[config.mk]
export PLATFORM = sky130hd
export DESIGN_NAME = spi_slave_interface
export DESIGN_NICKNAME = d
export VERILOG_FILES = /design/src/rtl/spi_slave_pkg.sv /design/src/rtl/spi_in_sync.sv /design/src/rtl/spi_slave_interface.sv
export SDC_FILE = /design/constraint.sdc
export NUM_CORES = 1
export LEC_CHECK = 0
export ABC_AREA = 1
export BUFFER_PORTS_ARGS = -buffer_cell sky130_fd_sc_hd__clkbuf_2
export CAP_MARGIN = 20
export CORE_MARGIN = 3
export CORE_UTILIZATION = 43
export CTS_BUF_LIST = sky130_fd_sc_hd__clkbuf_8 sky130_fd_sc_hd__clkbuf_16
export CTS_CLUSTER_SIZE = 28
export DETAILED_ROUTE_END_ITERATION = 7
export SKIP_LAST_GASP = 1
export SYNTH_ARGS = -nofsm -noshare
export SYNTH_HDL_FRONTEND = slang
export SYNTH_SLANG_ARGS = --single-unit
[constraint.sdc]
create_clock -name clk -period 1.7 [get_ports clk]
set_input_delay 0.255 -clock clk [delete_from_list [all_inputs] [get_ports clk]]
set_output_delay 0.255 -clock clk [all_outputs]
set_load 0.05 [all_outputs]
[src/rtl/spi_slave_pkg.sv]
// Shared definitions for the SPI slave: FSM state encoding and the
// {previous, current} patterns used to recognise edges on synchronised inputs.
package spi_slave_pkg;

    typedef enum logic [1:0] {
        WAIT_CS_HIGH = 2'd0,
        IDLE         = 2'd1,
        ACTIVE       = 2'd2,
        DONE         = 2'd3
    } spi_state_t;

    localparam logic [1:0] EDGE_RISE = 2'b01;
    localparam logic [1:0] EDGE_FALL = 2'b10;

endpackage

[src/rtl/spi_in_sync.sv]
// Multi-stage synchroniser for one SPI pin, with optional single-cycle
// rise/fall strobes derived from one extra history flop.
module spi_in_sync
    import spi_slave_pkg::*;
#(
    parameter int SYNC_STAGES = 2,
    parameter bit RESET_VAL   = 1'b0,
    parameter bit EDGE_EN     = 1'b1
) (
    input  logic i_clk,
    input  logic i_rstn,
    input  logic i_pin,
    output logic o_level,
    output logic o_rise,
    output logic o_fall
);

    logic [SYNC_STAGES-1:0] r_sync;

    always_ff @(posedge i_clk) begin
        if (!i_rstn) begin
            r_sync <= {SYNC_STAGES{RESET_VAL}};
        end else begin
            r_sync <= {r_sync[SYNC_STAGES-2:0], i_pin};
        end
    end

    assign o_level = r_sync[SYNC_STAGES-1];

    generate
        if (EDGE_EN) begin : g_edge
            logic r_prev;

            always_ff @(posedge i_clk) begin
                if (!i_rstn) begin
                    r_prev <= RESET_VAL;
                end else begin
                    r_prev <= r_sync[SYNC_STAGES-1];
                end
            end

            assign o_rise = ({r_prev, o_level} == EDGE_RISE);
            assign o_fall = ({r_prev, o_level} == EDGE_FALL);
        end else begin : g_no_edge
            assign o_rise = 1'b0;
            assign o_fall = 1'b0;
        end
    endgenerate

endmodule

[src/rtl/spi_slave_interface.sv]
// SPI responder (CPOL=0, sample on SCLK rise, MSB first) oversampled in clk.
// Define SPI_SLAVE_LSB_FIRST_EN to make both directions LSB first.
module spi_slave_interface
    import spi_slave_pkg::*;
#(
    parameter int parallel_data_length = 32,
    parameter int sync_stages          = 2
) (
    input  logic                            clk,
    input  logic                            rstn,
    input  logic [parallel_data_length-1:0] tx_data_in,
    input  logic                            spi_cs_n_in,
    input  logic                            spi_sclk_in,
    input  logic                            spi_sdata_in,
    output logic                            spi_sdata_out,
    output logic                            spi_sdata_oe,
    output logic                            tx_taken,
    output logic [parallel_data_length-1:0] rx_data_out,
    output logic                            rx_data_valid,
    output logic                            frame_err,
    output logic                            busy
);

    localparam int         N        = parallel_data_length;
    localparam logic [7:0] LAST_BIT = 8'(N - 1);
    localparam logic [7:0] SETTLE   = 8'(sync_stages);

    logic w_cs_s, w_cs_rise, w_cs_fall;
    logic w_sclk_level_unused, w_sclk_rise, w_sclk_fall;
    logic w_mosi_s, w_mosi_rise_unused, w_mosi_fall_unused;

    spi_in_sync #(.SYNC_STAGES(sync_stages), .RESET_VAL(1'b1), .EDGE_EN(1'b1)) u_cs_sync (
        .i_clk(clk), .i_rstn(rstn), .i_pin(spi_cs_n_in),
        .o_level(w_cs_s), .o_rise(w_cs_rise), .o_fall(w_cs_fall)
    );
    spi_in_sync #(.SYNC_STAGES(sync_stages), .RESET_VAL(1'b0), .EDGE_EN(1'b1)) u_sclk_sync (
        .i_clk(clk), .i_rstn(rstn), .i_pin(spi_sclk_in),
        .o_level(w_sclk_level_unused), .o_rise(w_sclk_rise), .o_fall(w_sclk_fall)
    );
    spi_in_sync #(.SYNC_STAGES(sync_stages), .RESET_VAL(1'b0), .EDGE_EN(1'b0)) u_mosi_sync (
        .i_clk(clk), .i_rstn(rstn), .i_pin(spi_sdata_in),
        .o_level(w_mosi_s), .o_rise(w_mosi_rise_unused), .o_fall(w_mosi_fall_unused)
    );

    spi_state_t   r_state, w_state_next;
    logic [7:0]   r_bit_cnt;
    logic [N-1:0] r_shift_tx;   // bits not yet presented on MISO
    logic [N-2:0] r_shift_rx;   // all but the newest bit of the incoming word
    logic [N-1:0] r_rx_data;
    logic         r_sdo, r_oe, r_tx_taken, r_rx_valid, r_frame_err;

    logic         w_settle, w_load, w_shift_in, w_shift_out, w_done, w_abort;
    logic [N-1:0] w_rx_next, w_tx_load, w_tx_shifted;
    logic         w_tx_first, w_tx_next_bit;

`ifdef SPI_SLAVE_LSB_FIRST_EN
    assign w_rx_next     = {w_mosi_s, r_shift_rx};
    assign w_tx_first    = tx_data_in[0];
    assign w_tx_load     = {1'b0, tx_data_in[N-1:1]};
    assign w_tx_next_bit = r_shift_tx[0];
    assign w_tx_shifted  = {1'b0, r_shift_tx[N-1:1]};
`else
    assign w_rx_next     = {r_shift_rx, w_mosi_s};
    assign w_tx_first    = tx_data_in[N-1];
    assign w_tx_load     = {tx_data_in[N-2:0], 1'b0};
    assign w_tx_next_bit = r_shift_tx[N-1];
    assign w_tx_shifted  = {r_shift_tx[N-2:0], 1'b0};
`endif

    always_ff @(posedge clk) begin
        if (!rstn) begin
            r_state <= WAIT_CS_HIGH;
        end else begin
            r_state <= w_state_next;
        end
    end

    // After reset, bit_cnt counts out the synchroniser depth so a CS that is
    // still low is seen as low before IDLE can be entered.
    always_comb begin
        w_state_next = r_state;
        w_settle     = 1'b0;
        w_load       = 1'b0;
        w_shift_in   = 1'b0;
        w_shift_out  = 1'b0;
        w_done       = 1'b0;
        w_abort      = 1'b0;
        case (r_state)
            WAIT_CS_HIGH: begin
                if (r_bit_cnt < SETTLE) begin
                    w_settle = 1'b1;
                end else if (w_cs_s) begin
                    w_state_next = IDLE;
                end
            end
            IDLE: begin
                if (w_cs_fall) begin
                    w_load       = 1'b1;
                    w_state_next = ACTIVE;
                end
            end
            ACTIVE: begin
                if (w_cs_rise) begin
                    w_abort      = 1'b1;
                    w_state_next = IDLE;
                end else if (w_sclk_rise) begin
                    w_shift_in = 1'b1;
                    if (r_bit_cnt == LAST_BIT) begin
                        w_done       = 1'b1;
                        w_state_next = DONE;
                    end
                end else if (w_sclk_fall && (r_bit_cnt != 8'd0)) begin
                    w_shift_out = 1'b1;
                end
            end
            DONE: begin
                if (w_cs_rise) begin
                    w_state_next = IDLE;
                end
            end
            default: w_state_next = WAIT_CS_HIGH;
        endcase
    end

    always_ff @(posedge clk) begin
        if (!rstn) begin
            r_bit_cnt   <= '0;
            r_shift_tx  <= '0;
            r_shift_rx  <= '0;
            r_rx_data   <= '0;
            r_sdo       <= 1'b0;
            r_oe        <= 1'b0;
            r_tx_taken  <= 1'b0;
            r_rx_valid  <= 1'b0;
            r_frame_err <= 1'b0;
        end else begin
            r_tx_taken  <= w_load;
            r_rx_valid  <= w_done;
            r_frame_err <= w_abort;
            r_oe        <= ~w_cs_s;
            if (w_settle) r_bit_cnt <= r_bit_cnt + 8'd1;
            if (w_load) begin
                r_bit_cnt  <= '0;
                r_shift_tx <= w_tx_load;
            end
            if (w_shift_in) begin
                r_shift_rx <= w_rx_next[N-2:0];
`ifdef SPI_SLAVE_LSB_FIRST_EN
                r_shift_rx <= w_rx_next[N-1:1];
`endif
                r_bit_cnt  <= r_bit_cnt + 8'd1;
            end
            if (w_done) r_rx_data <= w_rx_next;
            if (w_shift_out) r_shift_tx <= w_tx_shifted;
            if (w_load) begin
                r_sdo <= w_tx_first;
            end else if (w_cs_s || w_done || (r_state == DONE)) begin
                r_sdo <= 1'b0;
            end else if (w_shift_out) begin
                r_sdo <= w_tx_next_bit;
            end
        end
    end

    assign spi_sdata_out = r_sdo;
    assign spi_sdata_oe  = r_oe;
    assign tx_taken      = r_tx_taken;
    assign rx_data_out   = r_rx_data;
    assign rx_data_valid = r_rx_valid;
    assign frame_err     = r_frame_err;
    assign busy          = (r_state == ACTIVE) || (r_state == DONE);

endmodule

==> run metrics, run 1 <==
status finished, final reports clean; P&R area growth vs syn 27.2%; P_leak between 0.002 and 0.003 uW; Clk pin slew, worst setup/hold paths 60 ps; antenna-violating nets left 0; Placed Cells 825; Critical Path RT approximately 1400 ps; Post-Synth Simple-Gate Area roughly 22%; leading cell type in the layout, fill and taps excluded dfxtp_1; clk_lat worst skew 510 ps; worst-path cell chain ha_2 > inv_1 > nand2_2 > buf_8; Synth Area in Compound Gates between 10% and 20%; Worst Hold Depth 3; Most used DFF post-synth dfxtp_1; Hold Crit Class in -> reg; clock period minus final worst setup slack approximately 1600 ps; Worst R2R Start r_state[0]$_SDFFE_PN0P_; Post-Syn Area approximately 4700 um^2; Ports 75; RR Endpoint r_bit_cnt[5]$_SDFFE_PN0P_; first-pass GRT wire length 17.6 mm; core area 10500 um^2; CTS Sinks 117; DIE HEIGHT around 110 um; synthesis-stage register bit count between 100 and 150; Max Root-Sink Buffers 2; slowest cell on the critical path dfxtp_2; ys async rst share 0%; # setup viols final 0; wire length per cell ~12 um; DRT iter0 DRCs 246; syn avg cell area about 7.4 um^2; Tcrit/Tclk final between 90% and 100%; Worst-Margin Slew roughly 320 ps; Final Hold Vio Count 0; CP Launch Type flip-flop; synth unique cells 26; Crit path max-delay family flip-flops; Post-synth EDFFs 0; GP Congestion about 0.80; PortBufs 74; Arr. time, crit path ~1400 ps; num rows 37; Die ar. between 10000 and 15000 um^2; worst reg2reg setup slack approximately 140 ps; clock buffer count from CTS 17; total number of vias 4146; R2R depth 9; largest net degree at the start of global routing 71; nets 760; CTS tree done; Pwr Density about 1200 nW/um^2; CP bufs+invs 2; Setup Crit Path Kind reg -> out; Final Slew Violations 0; mux cell area share after synthesis 0%; Syn Nets 683; total grt overflow 0; DR pass1 iterations 4; most frequent cells in the layout dfxtp_1, nand2_1, o21ai_0, nor2_1, clkbuf_2; die width 111 um; initial antenna violation count 0; critical path's largest stage delay approximately 360 ps; Vias/cell 4.79; Hold Path End r_bit_cnt[7]$_SDFFE_PN0P_; filler cell count slightly above 1k; layout cell share with drive strength beyond 1 21.1%; Layout Cells excl Fill 865; HP Start rstn; Setup Skew about 5.6 ps; starting density of the core roughly 45%; post-synthesis sequential area ratio between 40% and 50%; total power draw 7300 uW; Max VDD drop 0.723 mV; combinational family with the most area after synthesis simple AND/OR/NAND/NOR gates; DP HPWL roughly 6.5 mm; RSZ-0062 raised after global routing true; Gate Count Post-Synth approximately 640; Max-cap violations 0; critical path fanouts, max 4; number of global-route vias before repair 3912; Slew headroom between 70% and 80%; Syn. warnings 0; Fmax about 620 MHz; total track usage 17.3%; Core Util, Final roughly 57%; H-tree levels 4; routed wire length about 10 mm; Post-Synth Adder-Cell Area 1.86%; # diodes 0; XOR/XNOR Fraction of Synth Area 0%; DRC errors left 0; clk root buf clkbuf_8; crit end category output port
cells by family (layout without fill, tap and decap cells):
group,count (synthesis),in the layout
simple gates,253,253
compound gates,159,159
flops,117,117
buf+inv,103,193
fa+ha+maj,7,7
worst reg2reg max path, delay by kind of cell (launching register included):
family                     cells  cell delay [ps]
adders and majority gates      1              180
buffers and inverters          2              170
DFF                            1              330
and+or+nand+nor                5              650
AOI/OAI and AO/OA              1              160
per-stage QoR:
stage	worst slack, ps	TNS (ps)	instance area [um^2]	hold WS, ps
floorplan	277	0	4710	353
global placement	136	0	5260	393
detailed placement	64.3	0	5260	400
CTS	15.3	0	5930	60.9
global route	-14.3	-14.3	5990	93.3
finish	85.4	0	5990	83.6
flip-flops by register name, summed over array words and instances (netlist names), 2 cells and up:
name and flops:
rx_data_out 32, r_shift_rx 31, r_shift_tx 31, r_bit_cnt 8, r_state 2, u_cs_sync.r_sync 2, u_mosi_sync.r_sync 2, u_sclk_sync.r_sync 2
power by group:
part	leakage [uW]	total [uW]	switching [uW]	internal (uW)
logic	0.00150	832	520	312
registers	0.000947	2950	82.5	2870
clock network	0.000290	3520	1220	2300
total	0.00274	7300	1830	5480
cell type report:
cell class | instances | area (um^2) | share of cell area [%]
multi-input combinational | 419 | 1970 | 32.9
clock buffer | 19 | 442 | 7.37
sequential | 117 | 2350 | 39.2
inverter | 67 | 259 | 4.32
timing repair buffer | 94 | 649 | 10.8
tap | 136 | 170 | 2.84
clock inverter | 13 | 155 | 2.59
worst max path at each step:
| stage | endpoint | start | slack [ps] | cells after the start |
|---|---|---|---|---|
| finish | busy | r_state[1]$_SDFFE_PN0P_ | 90 | 4 |
| global route | r_shift_tx[10]$_SDFFE_PN0P_ | r_state[0]$_SDFFE_PN0P_ | -10 | 9 |
| CTS | busy | r_state[0]$_SDFFE_PN0P_ | 20 | 5 |
| detailed placement | r_bit_cnt[5]$_SDFFE_PN0P_ | r_state[0]$_SDFFE_PN0P_ | 60 | 9 |
| global placement | rx_data_out[27]$_SDFFE_PN0P_ | r_bit_cnt[0]$_SDFFE_PN0P_ | 140 | 9 |
| floorplan | r_shift_tx[10]$_SDFFE_PN0P_ | r_state[1]$_SDFFE_PN0P_ | 280 | 8 |
routing by layer:
metal,global-route usage [%],vias up,share of wire (%)
li1,-,2201,-
met1,21.4,1865,48
met2,27.8,70,47
met3,5.79,10,4.3
met4,6.90,0,1.3
met5,0,-,0
what timing repair did:
| item | 4_1_cts | 5_1_grt |
|---|---|---|
| resized for setup | 6 | 15 |
| endpoints found under the setup margin | 1 | 64 |
| pin swaps | 0 | 2 |
| buffers inserted | 2 | 1 |
| gates cloned | 0 | 1 |
| hold buffers | 4 | 0 |
| endpoints found under the hold margin | 4 | 0 |
cells in the mapped netlist (2+ instances only):
cell type,n,area share (%)
nand2_2,3,0.40
nand4_1,2,0.27
nor2_4,3,0.72
o21ai_1,7,0.74
o21ai_0,97,10
or2_2,2,0.27
nand2_1,113,9.0
inv_2,9,0.72
buf_2,16,1.7
buf_6,2,0.48
clkbuf_1,14,1.1
inv_1,57,4.5
ha_1,7,1.9
dfxtp_1,117,50
a21oi_1,53,5.6
buf_4,2,0.32
nor2_1,91,7.3
nand3_1,36,3.8
Power figures use the tool's default switching activity.
==> run 2, diff against run 1 <==
BUFFER_PORTS_ARGS = unset   (was -buffer_cell sky130_fd_sc_hd__clkbuf_2)
CAP_MARGIN = unset   (was 20)
DONT_BUFFER_PORTS = 1   (was unset)
PLACE_DENSITY = 0.56   (was unset)
==> run 2 against run 1 <==
Compared with the run above:
- count of clock-buffer cells in the layout grew 2
- the run now ends with hold timing left
- die area is the same
- sequential share of layout area grew 3.2 points
- sequential power is essentially flat
- combinational power shrank 14%
==> run metrics, run 2 (synthesis gave the netlist of run 1 again) <==
status finished with violations (was finished, final reports clean); violations in the final reports hold timing; Hold WS -118 ps (was 83.6 ps); Fmax 617 MHz (was 619 MHz); Tcrit/Tclk final 95.3% (was 95.0%); CP Launch Type flip-flop (unchanged); Setup Skew 9.69 ps (was 5.63 ps); Arr. time, crit path 1370 ps (was 1360 ps); critical path endpoint busy (unchanged); number of global-route vias before repair 3744 (was 3912); worst reg2reg setup slack 120 ps (was 140 ps); CP startpoint r_state[0]$_SDFFE_PN0P_ (was r_state[1]$_SDFFE_PN0P_); R2R depth 10 (was 9); hold_buf cts 12 (was 4); # setup viols final 0 (unchanged); Hold Crit Class in -> reg (unchanged); H-tree levels 4 (unchanged); Final Slew Violations 0 (unchanged); DR pass1 iterations 4 (unchanged); num rows 37 (unchanged); Clk pin slew, worst setup/hold paths 50 ps (was 60 ps); RR Endpoint spi_sdata_out$_SDFFE_PN0P_ (was r_bit_cnt[5]$_SDFFE_PN0P_); Max-cap violations 0 (unchanged); DP HPWL 6.35 mm (was 6.49 mm); largest net degree at the start of global routing 107 (was 71); clk root buf clkbuf_8 (unchanged); DIE HEIGHT 111 um (unchanged); max reg flops 32 (unchanged); routed wire length 9.94 mm (was 10.1 mm); crit end category output port (unchanged); DRT iter0 DRCs 264 (was 246); Slew headroom 63.4% (was 78.7%); CTS tree done (unchanged); P_leak 0.00239 uW (was 0.00274 uW); layout cell share with drive strength beyond 1 10.4% (was 21.1%); total power draw 6710 uW (was 7300 uW); core area 10500 um^2 (unchanged); critical path fanouts, max 5 (was 4); filler cell count 1011 (was 1006); most frequent cells in the layout dfxtp_1, nand2_1, o21ai_0, nor2_1, inv_1 (was dfxtp_1, nand2_1, o21ai_0, nor2_1, clkbuf_2); clock buffer count from CTS 17 (unchanged); GP Congestion 0.779 (was 0.802); wire length per cell 12.5 um (was 11.7 um); nets 690 (was 760); Critical Path RT 1440 ps (about the same); P&R area growth vs syn 17.7% (was 27.2%); worst-path cell chain inv_1 > ha_2 > inv_4 > nand2_8 (was ha_2 > inv_1 > nand2_2 > buf_8); Crit path max-delay family flip-flops (unchanged); PortBufs 0 (was 74); Setup Crit Path Kind reg -> out (unchanged); starting density of the core 44.8% (unchanged); # diodes 0 (unchanged); CTS Sinks 117 (unchanged); Final Hold Vio Count 100 (was 0); Pwr Density 1210 nW/um^2 (was 1220 nW/um^2); slowest cell on the critical path dfxtp_2 (unchanged); die width 111 um (unchanged); post-route setup TNS 0 ps (unchanged); critical path's largest stage delay 370 ps (was 360 ps); initial antenna violation count 0 (unchanged); total number of vias 3894 (was 4146); total track usage 17.2% (was 17.3%); first-pass GRT wire length 17.5 mm (was 17.6 mm); leading cell type in the layout, fill and taps excluded dfxtp_1 (unchanged); clock period minus final worst setup slack 1620 ps (was 1610 ps); Max Root-Sink Buffers 2 (unchanged); CP bufs+invs 2 (unchanged); Vias/cell 4.91 (was 4.79); antenna-violating nets left 0 (unchanged); critical path depth 4 (unchanged); clk_lat worst skew 520 ps (was 510 ps); RSZ-0062 raised after global routing false (was true); DRC errors left 0 (unchanged); Die ar. 12200 um^2 (unchanged); total grt overflow 0 (unchanged); Max VDD drop 0.596 mV (was 0.723 mV); Worst-Margin Slew 548 ps (was 320 ps); Ports 75 (unchanged); Worst R2R Start r_state[0]$_SDFFE_PN0P_ (unchanged)
==> run 2: how the worst min path moves through the flow <==
stage | end | slack [ps] | cells past startpoint | startpoint
after global routing | r_shift_tx[6]$_SDFFE_PN0P_ | -140 | 2 | rstn
after global placement | u_sclk_sync.r_sync[0]$_SDFF_PN0_ | 360 | 2 | spi_sclk_in
after detailed placement | u_sclk_sync.r_sync[0]$_SDFF_PN0_ | 360 | 2 | spi_sclk_in
final | r_shift_rx[25]$_SDFFE_PN0P_ | -120 | 2 | rstn
after CTS | r_state[0]$_SDFFE_PN0P_ | -160 | 2 | rstn
after floorplan | u_mosi_sync.r_sync[0]$_SDFF_PN0_ | 350 | 2 | spi_sdata_in
==> run 2: metal layers <==
metal  vias to the layer above  wire length [um]  track usage, %
met5                         -                 0               0
met4                         0               223            8.21
met3                        17               469            5.79
met2                        80              4540            27.0
met1                      1741              4710            21.2
li1                       2056                 -               -
==> run 2: cell type report <==
type	instances	area [um^2]	area share, %
clock buffer	21	469	8.46
clock inverter	9	41.3	0.745
inverter	67	259	4.67
multi-input combinational	419	1980	35.8
sequential	117	2350	42.3
tap	136	170	3.07
timing repair buffer	24	273	4.92
==> run 2: where the power goes <==
part	switching [uW]	total (uW)	internal (uW)	leakage, uW
registers	97.2	2970	2870	0.000947
clock network	1140	3030	1890	0.000272
logic	457	718	261	0.00117
total	1690	6710	5020	0.00239
==> run 2: timing repair <==
item / 4_1_cts / 5_1_grt
setup buffers: 0 / 0
endpoints found under the setup margin: 2 / 62
pin swaps: 1 / 1
endpoints found under the hold margin: 112 / 98
gates resized for setup: 6 / 12
==> run 2: metrics by stage <==
stage	area, um^2	setup WS, ps	utilization [%]	hold WS, ps	cells
2_1_floorplan	4710	277	-	353	639
6_report	5540	79.5	52.8	-118	793
4_1_cts	5510	5.28	52.5	-159	793
5_1_grt	5540	3.43	52.8	-142	793
3_5_place_dp	4860	22.7	46.3	358	751
3_3_place_gp	4860	116	46.3	360	751
